[src/rtl/disp_pkg.sv]
// Shared types and constants for the
// seven-segment display scanner.
package disp_pkg;
  localparam int DIGIT_W = 4;
  localparam logic [DIGIT_W-1:0] BCD_BLANK = 4'hF;
  typedef logic [DIGIT_W-1:0] bcd_t;
endpackage

[src/rtl/disp_refresh_tick.sv]
// Free-running prescaler that emits one
// single-cycle tick every DIV enabled cycles.
module disp_refresh_tick #(
  parameter int DIV = 50000
) (
  input  logic clk,
  input  logic rst_n,
  input  logic enable,
  output logic tick
);
  localparam int CW = (DIV > 1) ? $clog2(DIV) : 1;

  logic [CW-1:0] cnt_q, cnt_d;

  always_comb begin
    tick  = enable && (cnt_q == CW'(DIV - 1));
    cnt_d = cnt_q;
    if (tick) begin
      cnt_d = '0;
    end else if (enable) begin
      cnt_d = cnt_q + 1'b1;
    end
  end

  always_ff @(posedge clk or negedge rst_n) begin
    if (!rst_n) begin
      cnt_q <= '0;
    end else begin
      cnt_q <= cnt_d;
    end
  end
endmodule

[src/rtl/bcd_display_scanner.sv]
// Time-multiplexed scanner for a common-anode
// seven-segment display with zero blanking.
module bcd_display_scanner
  import disp_pkg::*;
#(
  parameter int NUM_DIGITS  = 4,
  parameter int REFRESH_DIV = 50000,
  localparam int SEL_W = $clog2(NUM_DIGITS)
) (
  input  logic                    clk,
  input  logic                    rst_n,
  input  logic                    load,
  input  logic [4*NUM_DIGITS-1:0] digits_in,
  input  logic [NUM_DIGITS-1:0]   dp_in,
  input  logic                    blank_lz,
  input  logic                    enable,
  output logic [3:0]              bcd_out,
  output logic [NUM_DIGITS-1:0]   an_n,
  output logic                    dp_n,
  output logic [SEL_W-1:0]        digit_sel
);
  localparam int SW = DIGIT_W * NUM_DIGITS;

  logic [SW-1:0]         shadow_q, shadow_d;
  logic [NUM_DIGITS-1:0] sdp_q, sdp_d;
  logic [SEL_W-1:0]      idx_q, idx_d;
  logic                  dead_q, dead_d;
  bcd_t                  bcd_q, bcd_d;
  logic [NUM_DIGITS-1:0] an_q, an_d;
  logic                  dpn_q, dpn_d;
  logic [SEL_W-1:0]      sel_q, sel_d;
  logic [NUM_DIGITS-1:0] blank;
  logic                  zeros;
  logic                  tick;

  disp_refresh_tick #(
    .DIV (REFRESH_DIV)
  ) u_tick (
    .clk    (clk),
    .rst_n  (rst_n),
    .enable (enable),
    .tick   (tick)
  );

  // Walk down from the MSD; a digit is blank
  // while everything above and itself is zero.
  always_comb begin
    blank = '0;
    zeros = blank_lz;
    for (int i = NUM_DIGITS - 1; i > 0; i--) begin
      zeros = zeros &&
        (shadow_q[i*DIGIT_W +: DIGIT_W] == '0);
      blank[i] = zeros;
    end
  end

  always_comb begin
    shadow_d = load ? digits_in : shadow_q;
    sdp_d    = load ? dp_in : sdp_q;
    idx_d    = idx_q;
    if (tick) begin
      idx_d = (idx_q == SEL_W'(NUM_DIGITS - 1))
            ? '0 : idx_q + 1'b1;
    end
    dead_d = tick;
    an_d   = '1;
    bcd_d  = BCD_BLANK;
    dpn_d  = 1'b1;
    sel_d  = idx_q;
    if (enable && !dead_q && !blank[idx_q]) begin
      an_d  = ~(NUM_DIGITS'(1) << idx_q);
      bcd_d = shadow_q[idx_q*DIGIT_W +: DIGIT_W];
      dpn_d = ~sdp_q[idx_q];
    end
  end

  always_ff @(posedge clk or negedge rst_n) begin
    if (!rst_n) begin
      shadow_q <= '0;
      sdp_q    <= '0;
      idx_q    <= '0;
      dead_q   <= 1'b0;
      bcd_q    <= BCD_BLANK;
      an_q     <= '1;
      dpn_q    <= 1'b1;
      sel_q    <= '0;
    end else begin
      shadow_q <= shadow_d;
      sdp_q    <= sdp_d;
      idx_q    <= idx_d;
      dead_q   <= dead_d;
      bcd_q    <= bcd_d;
      an_q     <= an_d;
      dpn_q    <= dpn_d;
      sel_q    <= sel_d;
    end
  end

  assign bcd_out   = bcd_q;
  assign an_n      = an_q;
  assign dp_n      = dpn_q;
  assign digit_sel = sel_q;
endmodule
[config.mk]
export PLATFORM = sky130hd
export DESIGN_NAME = bcd_display_scanner
export DESIGN_NICKNAME = d
export VERILOG_FILES = /design/src/rtl/disp_pkg.sv /design/src/rtl/disp_refresh_tick.sv /design/src/rtl/bcd_display_scanner.sv
export SDC_FILE = /design/constraint.sdc
export NUM_CORES = 1
export LEC_CHECK = 0
export ABC_AREA = 1
export CAP_MARGIN = 25
export CELL_PAD_IN_SITES_DETAIL_PLACEMENT = 1
export CELL_PAD_IN_SITES_GLOBAL_PLACEMENT = 1
export CORE_MARGIN = 3
export CORE_UTILIZATION = 42
export DETAILED_ROUTE_END_ITERATION = 10
export DONT_BUFFER_PORTS = 1
export GPL_ROUTABILITY_DRIVEN = 0
export GPL_TIMING_DRIVEN = 0
export PLACE_DENSITY = 0.81
export SLEW_MARGIN = 5
export SYNTH_ARGS = -nofsm -noshare
export SYNTH_HDL_FRONTEND = slang
export SYNTH_HIERARCHICAL = 1
export SYNTH_SLANG_ARGS = --single-unit
[constraint.sdc]
create_clock -name clk -period 1.2 [get_ports clk]
set_clock_uncertainty 0.1 [all_clocks]
set_input_delay 0.24 -clock clk [delete_from_list [all_inputs] [get_ports clk]]
set_output_delay 0.24 -clock clk [all_outputs]
set_load 0.1 [all_outputs]
-- Word-level counts from Yosys, hierarchy flattened
Cells that the tools add are included.
- output and inout bits: 11
- logic and storage cells: 40
- bits of input ports: 25
- bits in registers: 50
- magnitude comparators: 1
- muxes and demuxes: 10
- bitwise logic cells: 2
- reductions and logical operators: 12
- equality and inequality tests: 2
- shift-type cells: 2
- add/sub/neg operators: 2
- operators with widths (cell ; number):
    16-bit two-way mux ; 2
    16-bit by 1-bit adder with 16-bit output (second input constant) ; 1
    16-bit equality test (second input constant) ; 1
    16-bit by 5-bit indexed part select with 4-bit output ; 1
    4-bit logical NOT ; 3
    4-bit two-way mux ; 2
    1-bit logical AND ; 6
    1-bit binary-select mux with 2-bit select ; 2
    4-bit inverter ; 1
    1-bit by 2-bit << shifter with 4-bit output (first input constant) ; 1
    2-bit by 3-bit less-than comparator with 1-bit output (second input constant) ; 1
    1-bit two-way mux ; 3
    2-bit by 1-bit adder with 2-bit output (second input constant) ; 1
    2-bit equality test (second input constant) ; 1
    1-bit logical NOT ; 2
    2-bit two-way mux ; 1
    2-bit nonzero test ; 1
    1-bit inverter ; 1

-- Longest topological paths before layout
Gate-level depths: netlist of run 1.
- depth in word-level cells: 9
- depth in mapped cells: 9
- mapped depth without buffers: 9

-- Modules after synthesis
The synthesis of run 1 kept the hierarchy.
- modules (own cells, without submodules) (module ; cells an instance ; area an instance (um2) ; instances):
    bcd_display_scanner ; 145 ; 1500.2 ; 1
    disp_refresh_tick ; 150 ; 993.5 ; 1

-- Least setup slack after synthesis of run 1
No wires, ideal clock.
- path kind: reg2reg
- from: register u_tick.cnt_q[0]
- to: register idx_q[1]
- required time: 0.972 ns
- arrival time: 1.117 ns
- setup slack: -0.145 ns
- clock period less this slack: 1.345 ns
- path buffers: 0
- cell stages (with the launch flop): 8
- path through: dfrtp_1 ha_1 nand2_2 nor2_4 nand3_1 inv_1 nand2_1 o21ai_0
- longest elaborated chain between the ends: 2
- RTL lines (element ; line ; RTL):
    start: declaration ; disp_refresh_tick.sv:13 ; logic [CW-1:0] cnt_q, cnt_d;
    start signal: assignment ; disp_refresh_tick.sv:29 ; cnt_q <= cnt_d;
    16-bit equality test ; disp_refresh_tick.sv:16 ; tick = enable && (cnt_q == CW'(DIV - 1));
    1-bit logical AND ; disp_refresh_tick.sv:16 ;
    named net dead_d ; bcd_display_scanner.sv:27 ; logic dead_q, dead_d;
    end signal: assignment ; bcd_display_scanner.sv:90 ; idx_q <= idx_d;
    end: declaration ; bcd_display_scanner.sv:26 ; logic [SEL_W-1:0] idx_q, idx_d;
The timed path passes the listed nets, and every way through them passes these cells.
A chain may end at the register's enable or synchronous reset.

-- Final worst setup path of run 1
- from: register u_tick.cnt_q[0]
- to: register u_tick.cnt_q[12]
- longest elaborated chain between the ends: 3
- elaborated cells between the ends (all ways): 6
- RTL lines (element ; line):
    16-bit by 1-bit adder with 16-bit output / 16-bit equality test (equally long branches) ; disp_refresh_tick.sv:21, disp_refresh_tick.sv:16
    16-bit two-way mux / 1-bit logical AND (equally long branches) ; disp_refresh_tick.sv:20, disp_refresh_tick.sv:16
    16-bit two-way mux / 2-bit nonzero test (equally long branches) ; --
Several ways; a longest one is shown, not always the timed one. The select of a mux whose other input is x is not followed.

==> impl_metrics.ini, run 1 <==
[final_layout]
num-nets-final = 369
multi_input_area_um2 = 1310
final_area_um2 = 3380
final_cell_mix = 57 x nand2_1, 36 x dfrtp_1, 32 x inv_1, 20 x dlygate4sd3_1, 19 x nor2_1
diodes = 0
syn_to_final_growth_pct = 35.7
fill_cells = 623
instances_no_fill = 412
layout-drive-gt1-share_pct = 35.0
final_common_cell = nand2_1
regArea_um2 = 1310
utilization_pct = 60.0

[synthesis]
synth_seq_cells = 50
synth_largest_area_cell = dfrtp_1
ys.flop_type = dfrtp_1
ys_warn_count = 6
post_synth_inst_count = 295
synth_edf_count = 0
avgSynthCellArea_um2 = 8.45
synth_cell_type_count = 29
async_reset_ff_share_pct = 100
syn_area_um2 = 2490
synth_area_leaders = dfrtp_1 41%, nand2_1 10%, dfstp_2 9.5%
synth_top_area_share_pct = 41.1
synth-seq-area-share_pct = 50.6
syn-num-nets = 325

[drt]
drt_iter0_drc = 82
via_per_inst = 5.49
vias = 2262
drcViolationCount = 0
wl_mm = 7.93
first_pass_iters = 4
wl_per_cell_um = 19.2
ant_nets = 0

[worst_setup_path]
rrSetupSlack_ns = -0.25
cp.required_ns = 1.30
worstPathArrival_ns = 1.55
reg2regPathDepth = 7
cp-end-kind = flip-flop
crit_slowest_cell = dfrtp_1
start_kind = flip-flop
cp_common_cell = nor2_4
crit_path_max_incr_delay_ns = 0.42
crit_type = flip-flop to flip-flop
cp_max_fo = 3
reg2reg_to = u_tick/cnt_q[12]$_DFFE_PN0P_
crit_chain = ha_4, nand2_4, nor2_4, nand2_1, nor2_4, xor2_1, inv_1
reg2reg_from = u_tick/cnt_q[0]$_DFFE_PN0P_

[grt]
grt_overflow = 0
grt_antenna_before_repair = 0
grt_max_degree = 51
grt_usage_pct = 22.9
grt_pass1_wl_mm = 12.5
grt_pass1_vias = 2395

[cts]
cts_tree = done
clkLatencyLatePin_ns = 0.32
htreeDepth = 2
ctsHoldBuffers = 20
root_buffer = clkbuf_8
clkTransAtPathRegs_ns = 0.10
clk_path_buf_depth = 2
cts_buffers = 5
cts_sinks = 50

[timing]
worst_pin_slew_ns = 0.565
layout_min_cycle_time_ns = 1.45
rsz0062_at_grt = yes
finalHoldViolCount = 50
setup_viol = 39
relSlewSlack_pct = 62.3
setup_ws_ns = -0.252
fmax_mhz = 689
period_share_pct = 121
maxSlewViolCount = 0
holdWs_ns = -0.492

[floorplan]
num_rows = 27
die_y_um = 83.1
pin_count = 36
initial_core_util_pct = 44.2
dieArea_um2 = 6900
die_x_um = 83.1
coreArea_um2 = 5640

[power_and_ir_drop]
peakVddDrop_uv = 789
p_per_area_nw_per_um2 = 1350
leakagePower_nw = 1.53
p_total_w = 0.00456

[status]
violations = negative hold slack, negative setup slack
status = complete, but fails checks

[worst_hold_path]
hp-class = primary input to async pin

[run]
cap_violations = 0

[place]
placed_area_um2 = 2590
placed_cells = 367
port_buffers = 0
hpwl_mm = 4.29
==> metrics by stage <==
| step | setup TNS, ns | worst slack, ns |
|---|---|---|
| global placement | -3.03 | -0.225 |
| CTS | -6.35 | -0.263 |
| floorplan | -0.538 | -0.109 |
| global route | -9.87 | -0.357 |
| finish | -7.53 | -0.252 |
| detailed placement | -4.33 | -0.304 |
==> worst max-delay path by stage <==
stage | from | endpoint | slack (ns) | cells after the start
floorplan | u_tick/cnt_q[1]$_DFFE_PN0P_ | u_tick/cnt_q[12]$_DFFE_PN0P_ | -0.11 | 7
global placement | u_tick/cnt_q[0]$_DFFE_PN0P_ | u_tick/cnt_q[8]$_DFFE_PN0P_ | -0.23 | 6
detailed placement | u_tick/cnt_q[0]$_DFFE_PN0P_ | idx_q[1]$_DFFE_PN0P_ | -0.30 | 6
CTS | an_n[1]$_DFF_PN1_ | an_n[1] | -0.26 | 0
global route | u_tick/cnt_q[0]$_DFFE_PN0P_ | u_tick/cnt_q[12]$_DFFE_PN0P_ | -0.36 | 7
finish | u_tick/cnt_q[0]$_DFFE_PN0P_ | u_tick/cnt_q[12]$_DFFE_PN0P_ | -0.25 | 7
==> cell type report <==
type,count,area share (%)
clock inverters,2,0.444
flip-flops and latches,50,38.6
multi-input cells,198,38.8
well taps,72,2.66
inverters,41,4.99
repair buffers,36,10.5
clock buffers,6,2.14
plain buffers,7,1.78
==> cells by family (layout without fill, tap and decap cells) <==
kind of cell	after synthesis	in the layout	share of synthesized area [%]
flip-flops	50	50	50.6
adder cells (fa/ha/maj)	5	5	2.51
AND/OR/NAND/NOR	140	141	25.5
multiplexers	7	7	3.16
XOR/XNOR	3	3	1.05
AO/OA/AOI/OAI	42	42	8.53
buffers and inverters	48	92	8.63
==> power breakdown <==
group / internal, W / switching, W / total [W]
Combinational: 0.000541 / 0.000722 / 0.00126
Clock: 0.000413 / 0.000607 / 0.00102
Sequential: 0.00191 / 0.000363 / 0.00227
==> Yosys cell counts (4+ instances only) <==
cell     count
nand3_1     24
nor2_1      29
dfstp_2      9
nor3_1       4
inv_1       37
o21ai_0     22
mux2_1       4
ha_1         5
o21ai_1      7
a21oi_1     12
dfrtp_1     41
nand2_1     69
==> state kept, by name, summed over array words and instances, names as in the netlist <==
signal / flops
sdp_q: 4
idx_q: 2
u_tick/cnt_q: 16
bcd_out: 4
an_n: 4
dead_q: 1
digit_sel: 2
shadow_q: 16
dp_n: 1
==> metal layers <==
metal  up-vias  share of wire [%]  GRT usage (%)
met4         0                2.1           7.73
met1      1155                 43           27.7
met2        64                 51           40.1
met5         -                  0              0
li1       1024                  -              -
met3        19                4.4           5.06
==> critical path, delay by kind of cell, from the launching register on <==
family / cells / cell delay (ns)
XOR/XNOR: 1 / 0.18
flip-flops: 1 / 0.42
adder cells (fa/ha/maj): 1 / 0.17
AND/OR/NAND/NOR: 4 / 0.42
buffers and inverters: 1 / 0.05
==> repair_timing <==
| action | 4_1_cts | 5_1_grt |
|---|---|---|
| pin swaps | 27 | 16 |
| hold endpoints to repair | 70 | 50 |
| gates resized for setup | 76 | 28 |
| buffers inserted | 13 | 1 |
| cloned | 3 | 0 |
| endpoints found under the setup margin | 39 | 39 |
(Power assumes the default switching activity.)
==> run 2, diff against run 1 <==
Settings changed: CAP_MARGIN 25 to 10.
==> results of run 2 <==
No change in the layout: final DEF, timing and power equal those of run 1.
==> run 3, diff against run 2 <==
Settings changed: ABC_AREA 1 to default, CORE_UTILIZATION 42 to 45, PLACE_DENSITY 0.81 to 0.8.
==> run 3 against run 2 <==
  * Via count down 24%
  * Total power is 14% lower
  * Core utilization is 5.9 points higher
  * Maximum frequency shrank 25%
  * Area after synthesis is 9.0% lower
  * Sequential cell count unchanged
  * Clock-buffer cell count did not move
  * The flow still finishes with violations (negative hold slack, negative setup slack)
  * Global-route usage down 0.84 points
==> impl_metrics.ini, run 3 <==
[timing]
setup_ws_ns = -0.739
relSlewSlack_pct = 66.8
setup_viol = 38
worst_pin_slew_ns = 0.496
layout_min_cycle_time_ns = 1.94
finalHoldViolCount = 50
rsz0062_at_grt = yes
fmax_mhz = 516
period_share_pct = 162
maxSlewViolCount = 0
holdWs_ns = -0.484

[synthesis]
post_synth_inst_count = 172
synth_top_family_by_area = multiplexers
synth_seq_cells = 50
synth_edf_count = 0
synth_commonest_cells = 41 x dfrtp_1, 20 x mux2_2, 16 x nor2_1, 9 x dfstp_2, 8 x nand2_1
synth-seq-area-share_pct = 55.6
synth_cell_type_count = 35
ys_warn_count = 6
synth_area_leaders = dfrtp_1 45%, dfstp_2 10%, mux2_2 9.9%
async_reset_ff_share_pct = 100
synth_most_common_cell = dfrtp_1
synthAdderAreaFrac_pct = 2.76
syn_area_um2 = 2270
ys.flop_type = dfrtp_1
synth_compound_area_share_pct = 5.62
synth_top_area_share_pct = 45.2
synth_mux_area_share_pct = 15.5
avgSynthCellArea_um2 = 13.2
synth_simple_gate_area_share_pct = 13.2
synth_xor_area_share_pct = 4.63
syn-num-nets = 202
synth_largest_area_cell = dfrtp_1

[run]
cap_violations = 0

[cts]
cts_tree = done
clk_path_buf_depth = 2
cts_buffers = 5
htreeDepth = 2
clkLatencyLatePin_ns = 0.30
root_buffer = clkbuf_8
cts_sinks = 50
clkTransAtPathRegs_ns = 0.09

[final_layout]
num-nets-final = 261
diodes = 0
final_cell_mix = 38 x dfrtp_1, 23 x buf_4, 21 x dlygate4sd3_1, 20 x mux2_2, 9 x dfstp_4
syn_to_final_growth_pct = 39.0
layout-drive-gt1-share_pct = 51.3
top_regs = shadow_q: 16 flops, u_tick/cnt_q: 16 flops
final_common_cell = dfrtp_1

[grt]
grt_antenna_before_repair = 0
grt_pass1_wl_mm = 10.1
grt_pass1_vias = 1831
grt_overflow = 0
grt_usage_pct = 22.1
grt_max_degree = 51

[power_and_ir_drop]
p_sw_w = 0.00123
leakagePower_nw = 1.34
p_sw_share_pct = 31.3
intPower_w = 0.00268
peakVddDrop_uv = 1080
p_per_area_nw_per_um2 = 1240
pwr-share-seq_pct = 56.2
p_comb_share_pct = 19.2
power_frac_clock_pct = 24.7

[drt]
ant_nets = 0
drcViolationCount = 0
first_pass_iters = 4
wl_mm = 7.15
vias = 1711
wl_per_cell_um = 23.9
drt_iter0_drc = 100
via_per_inst = 5.72

[worst_setup_path]
cp_max_fo = 5
cp-end-kind = flip-flop
path_buf_inv = 1
worstPathArrival_ns = 2.03
start_kind = flip-flop
crit_path_max_incr_delay_ns = 0.54
crit_type = flip-flop to flip-flop
crit_chain = or4b_4, nor4_4, buf_6, o21ai_2, a22o_1
crit_slowest_cell = or4b_4
cp.required_ns = 1.29
path_delay_family = simple AND/OR/NAND/NOR gates

[floorplan]
coreArea_um2 = 4790
pin_count = 36
die_x_um = 77.0
dieArea_um2 = 5930
num_rows = 25
die_y_um = 77.0
initial_core_util_pct = 47.4

[place]
hpwl_mm = 3.44
port_buffers = 0
post-place-ws_ns = -1.04

[worst_hold_path]
hp-class = primary input to async pin

[status]
violations = negative hold slack, negative setup slack
status = complete, but fails checks
## run 3: worst register-to-register path: stages, from the launching register on
cell     delay, ns
dfrtp_1       0.42
or4b_4        0.54
nor4_4        0.32
buf_6         0.17
o21ai_2       0.05
a22o_1        0.21
## run 3: layout make-up
class,count,area [um^2]
buffer,5,37.5
clock buffer,6,72.6
clock inverter,2,10.0
fill,474,1630
inverter,6,22.5
multi-input combinational,112,1150
sequential,50,1310
tap,67,83.8
timing repair buffer,51,473
## run 3: layer usage
metal	track usage [%]	wire, um
met1	27.3	2880
met2	37.7	3780
met3	4.81	283
met4	8.36	202
met5	0	0
## run 3: cells by family after synthesis
logic type               after synthesis
AO/OA/AOI/OAI                         17
buffers and inverters                 11
XOR/XNOR                              12
adder cells (fa/ha/maj)                5
AND/OR/NAND/NOR                       51
flip-flops                            50
multiplexers                          26
## run 3: power by group through the flow
stage / logic (W) / clock network, W / registers, W
after floorplan: 0.000282 / 0 / 0.00214
after global placement: 0.000311 / 0 / 0.00218
after detailed placement: 0.000342 / 0 / 0.00220
after CTS: 0.000580 / 0.000939 / 0.00216
after global routing: 0.000799 / 0.00108 / 0.00221
final: 0.000749 / 0.000965 / 0.00220
## run 3: stage by stage
stage	util (%)	cell area, um^2	power [W]	setup TNS, ns	std cells
global placement	49.5	2370	0.00249	-13.89	239
floorplan	-	2280	0.00243	-9.49	172
CTS	61.5	2950	0.00368	-13.11	287
detailed placement	49.5	2370	0.00254	-15.11	239
finish	65.9	3150	0.00391	-15.47	299
global route	65.9	3150	0.00409	-17.18	299
## run 3: final timing paths
kind	from	to	slack, ns	cells after the start
min reg2reg	idx_q[1]$_DFFE_PN0P_	digit_sel[1]$_DFF_PN0_	0.40	0
max	u_tick/cnt_q[4]$_DFFE_PN0P_	u_tick/cnt_q[9]$_DFFE_PN0P_	-0.74	5
min in group clk	blank_lz	an_n[0]$_DFF_PN1_	0.03	2
max in group asynchronous	rst_n	an_n[1]$_DFF_PN1_	1.30	0
min	rst_n	shadow_q[3]$_DFFE_PN0P_	-0.48	0
max reg2reg	u_tick/cnt_q[4]$_DFFE_PN0P_	u_tick/cnt_q[9]$_DFFE_PN0P_	-0.74	5
## run 3: repair_timing
item / 4_1_cts / 5_1_grt
setup buffers: 22 / 8
hold buffers: 18 / 3
cloned: 0 / 2
resized for setup: 33 / 24
endpoints found under the hold margin: 68 / 54
endpoints found under the setup margin: 37 / 38
pin swaps: 15 / 3
==> variant 1: new RTL, config.mk and constraints of run 1 <==
`NUM_DIGITS`: 4 -> 8.
--- a/src/rtl/bcd_display_scanner.sv
+++ b/src/rtl/bcd_display_scanner.sv
@@ -3,7 +3,7 @@
 module bcd_display_scanner
   import disp_pkg::*;
 #(
-  parameter int NUM_DIGITS  = 4,
+  parameter int NUM_DIGITS  = 8,
   parameter int REFRESH_DIV = 50000,
   localparam int SEL_W = $clog2(NUM_DIGITS)
 ) (
Ports: changed (resized an_n, digit_sel, digits_in and dp_in); port bits go from 36 to 61. The function was not compared with the original's and may differ.
==> variant 1 against run 1 <==
The flow still finishes with violations (hold timing, setup timing). Total power up 70%. Wire length up 130%. Design area up 66%. Clock power rose to 2.5 times the old value. Global-route usage up 7.7 points. Setup slack worse by 0.24 ns. Synthesized area up 52%. Sequential cell count up 26. Largest power group unchanged.
==> variant 1: results (changes against run 1) <==
failing checks -> hold timing, setup timing (unchanged)
Worst-path clk slew -> 0.12 ns (was 0.10 ns)
Worst path max stage delay -> 0.50 ns (was 0.42 ns)
switching pwr -> 0.00276 W (was 0.00169 W)
FF-to-FF Start -> idx_q[0] (was u_tick/cnt_q[0])
post-synthesis mux area share -> 5.66% (was 3.16%)
Final setup violation count -> 50 (was 39)
largest registers -> shadow_q x32, u_tick/cnt_q x16 (was shadow_q x16, u_tick/cnt_q x16)
CTS Hold Buffers Added -> 40 (was 20)
CP max FO -> 5 (was 3)
DRT Wirelength -> 18,300 um (was 7930 um)
DRT iter0 DRCs -> 268 (was 82)
setup slack after layout -> -0.494 ns (was -0.252 ns)
post-synthesis xor/xnor area fraction -> 0.695% (was 1.05%)
number of global-route vias before repair -> 4,248 (was 2,395)
pin count of the biggest net entering global routing -> 77 (was 51)
Detail Placement HPWL -> 7280 um (was 4290 um)
Fin. Hold Viols -> 76 (was 50)
count of cell types in the netlist -> 27 (was 29)
status -> finished, violations left (unchanged)
final hold slack -> -0.565 ns (was -0.492 ns)
DR vias -> 3,961 (was 2,262)
nets -> 581 (was 369)
Peak VDD IR -> 0.000651 V (was 0.000789 V)
sequential fraction of the synthesis area -> 50.7% (was 50.6%)
most instantiated cells after synthesis -> nand2_1 (86), dfrtp_1 (63), inv_1 (54), nor2_1 (42), o21ai_0 (36) (was nand2_1 (69), dfrtp_1 (41), inv_1 (37), nor2_1 (29), nand3_1 (24))
LEAKAGE -> 2.49 nW (was 1.53 nW)
Worst EP arrival -> 1.92 ns (was 1.55 ns)
Post-Synth Adder-Cell Area -> 2.32% (was 2.51%)
Inst Count DP -> 545 (was 367)
Tot GR Track Use -> 30.6% (was 22.9%)
Synth Area in Compound Gates -> 9.70% (was 8.53%)
variant 1: worst max path at each step:
stage                         start          endpoint  slack [ns]  cells past startpoint
detailed placement         idx_q[0]        bcd_out[2]       -0.38                      5
CTS                         an_n[2]           an_n[2]       -0.31                      0
global placement           idx_q[0]        bcd_out[3]       -0.28                      5
floorplan           u_tick/cnt_q[1]  u_tick/cnt_q[12]       -0.11                      7
finish                     idx_q[0]        bcd_out[3]       -0.49                      7
global route               idx_q[0]        bcd_out[3]       -0.58                      7
variant 1: logic make-up after synthesis:
group	after synthesis
compound gates	72
xor+xnor	3
fa+ha+maj	7
buf+inv	75
flops	76
mux	19
simple gates	188
variant 1: metal layers:
layer | share of wire, % | global-route usage, % | wire, um | vias to the layer above
met4 | 7.4 | 15.9 | 1360 | 0
li1 | - | - | - | 1585
met1 | 35 | 33.6 | 6460 | 1988
met2 | 50 | 54.9 | 9190 | 278
met5 | 0 | 0 | 0 | -
met3 | 7.3 | 6.51 | 1340 | 110
variant 1: repair_timing:
| item | CTS | global route |
|---|---|---|
| hold endpoints to repair | 116 | 76 |
| cloned | 4 | 0 |
| gates resized for setup | 112 | 95 |
| endpoints found under the setup margin | 49 | 49 |
| pin swaps | 28 | 29 |
| buffers inserted | 25 | 13 |
variant 1: through the flow:
| step | setup TNS [ns] | instance area (um^2) | power, W |
|---|---|---|---|
| 2_1_floorplan | -1.15 | 3810 | 0.00381 |
| 3_3_place_gp | -6.08 | 3950 | 0.00399 |
| 3_5_place_dp | -8.22 | 3950 | 0.00406 |
| 4_1_cts | -10.95 | 5210 | 0.00708 |
| 5_1_grt | -18.04 | 5600 | 0.00794 |
| 6_report | -16.91 | 5600 | 0.00774 |
variant 1: power groups by stage:
stage / combinational, W / sequential (W) / clock [W]
2_1_floorplan: 0.000652 / 0.00315 / 0
3_3_place_gp: 0.000779 / 0.00321 / 0
3_5_place_dp: 0.000827 / 0.00323 / 0
4_1_cts: 0.00140 / 0.00323 / 0.00245
5_1_grt: 0.00190 / 0.00334 / 0.00269
6_report: 0.00183 / 0.00333 / 0.00258
variant 1: final cells by class:
class                   count  area, um^2
flip-flops and latches     76        1990
repair buffers             78         782
multi-input cells         289        2070
clock inverters             7         121
inverters                  58         240
fillers                   895        2860
well taps                 105         131
clock buffers               9         124
plain buffers              17         144
variant 1: worst reg2reg max path, stage by stage, from the launching register on:
cell	delay (ns)
dfrtp_2	0.50
buf_6	0.15
buf_6	0.13
a21oi_1	0.25
o21ai_0	0.17
nand3_1	0.13
nand2_2	0.11
nand3_4	0.08
==> variant 2: new RTL, settings of run 1 <==
Without the edit above. Make the reset (`rst_n`) synchronous in 2 clocked blocks.
--- a/src/rtl/disp_refresh_tick.sv
+++ b/src/rtl/disp_refresh_tick.sv
@@ -22,7 +22,7 @@
     end
   end
 
-  always_ff @(posedge clk or negedge rst_n) begin
+  always_ff @(posedge clk) begin
     if (!rst_n) begin
       cnt_q <= '0;
     end else begin
--- a/src/rtl/bcd_display_scanner.sv
+++ b/src/rtl/bcd_display_scanner.sv
@@ -74,7 +74,7 @@
     end
   end
 
-  always_ff @(posedge clk or negedge rst_n) begin
+  always_ff @(posedge clk) begin
     if (!rst_n) begin
       shadow_q <= '0;
       sdp_q    <= '0;
Check against the original RTL: differs if rst_n is asserted again (counterexample within 4 cycles, from zero or initial values and one cycle with rst_n low); with rst_n held inactive, the same outputs for 10 cycles.
==> variant 2 against run 1 <==
The flow finishes with violations (setup timing). Design area is 19% lower. Die area is 12% lower. Setup slack improved by 0.0031 ns. Sequential cell count is the same. Wire length down 26%. Count of clock-buffer cells in the layout down 1. Synthesized area shrank 13%. First-iteration DRC count is 13% higher.
Power is not compared: it rests on default switching activity, and its combinational part moved more than twofold at a synthesized area within 25%.
==> variant 2: results (changes against run 1) <==
status -> finished, violations left (unchanged)
failing checks -> setup timing (was hold timing, setup timing)
sequential fraction of the synthesis area -> 45.9% (was 50.6%)
Crit-path slowest cell -> dfxtp_2 (was dfrtp_1)
CTS resizes -> 21 (was 76)
Setup crit start -> u_tick/cnt_q[1] (was u_tick/cnt_q[0])
Top delay family on crit path -> simple AND/OR/NAND/NOR gates (was flip-flops)
clk_lat worst skew -> 0.30 ns (was 0.32 ns)
routed wl met2 -> 2810 um (was 4040 um)
Detail Placement HPWL -> 3780 um (was 4290 um)
DR WL met3 -> 226 um (was 347 um)
Syn Area/Cell -> 7.52 um^2 (was 8.45 um^2)
top_reg_cell synth -> dfxtp_1 (was dfrtp_1)
Critical Path Sink -> idx_q[0] (was u_tick/cnt_q[12])
CP max FO -> 4 (was 3)
top post-synthesis cells by area -> dfxtp_1 (46%), nor2_1 (10%), nand2_1 (7.9%), nand3_1 (5.5%), o21ai_0 (5.5%) (was dfrtp_1 (41%), nand2_1 (10%), dfstp_2 (9.5%), inv_1 (5.6%), nand3_1 (4.8%))
Fillers -> 614 (was 623)
final hold slack -> 0.00559 ns (was -0.492 ns)
CTS Hold Buffers Added -> 13 (was 20)
Post-Route Utilization -> 55.9% (was 60.0%)
via-per-instance ratio -> 5.03 (was 5.49)
WL/cell -> 15.0 um (was 19.2 um)
Inst Count DP -> 357 (was 367)
most instantiated cells after synthesis -> nor2_1 (60), dfxtp_1 (50), nand2_1 (46), nand3_1 (24), o21ai_0 (24) (was nand2_1 (69), dfrtp_1 (41), inv_1 (37), nor2_1 (29), nand3_1 (24))
Setup Buffers After CTS -> 7 (was 13)
Place WS -> -0.283 ns (was -0.304 ns)
share of cells above drive strength 1 -> 25.5% (was 35.0%)
DRT Wirelength -> 5830 um (was 7930 um)
Synth async-reset ratio -> 0% (was 100%)
Final setup violation count -> 34 (was 39)
setup slack after layout -> -0.249 ns (was -0.252 ns)
DRT iter0 DRCs -> 93 (was 82)
nets -> 351 (was 369)
Worst path max stage delay -> 0.36 ns (was 0.42 ns)
Tot GR Track Use -> 19.8% (was 22.9%)
setup TNS -> -5.19 ns (was -7.53 ns)
[variant 2: changes by cell type in the layout (fill, tap and decap cells not counted), sizes merged, moves of 3 or more]
cell	change
dfxtp	+50
dfrtp	-41
nor2	+30
nand2	-25
inv	-15
dfstp	-9
mux2	-7
buf	-6
dlygate4sd3	-6
xor2	+5
nor3	-3
o21ai	-3
[variant 2: routing by layer]
metal	global-route usage, %	up-vias
met5	0	-
met4	5.42	0
met3	3.78	8
met2	33.4	41
met1	26.0	917
li1	-	989
[variant 2: layout make-up]
| class | count | area share, % |
|---|---|---|
| Clock inverter | 3 | 0.779 |
| Multi-Input combinational cell | 204 | 41.4 |
| Buffer | 10 | 2.47 |
| Sequential cell | 50 | 37.9 |
| Timing Repair Buffer | 24 | 8.30 |
| Tap cell | 67 | 3.07 |
| Inverter | 26 | 3.57 |
| Clock buffer | 5 | 2.52 |
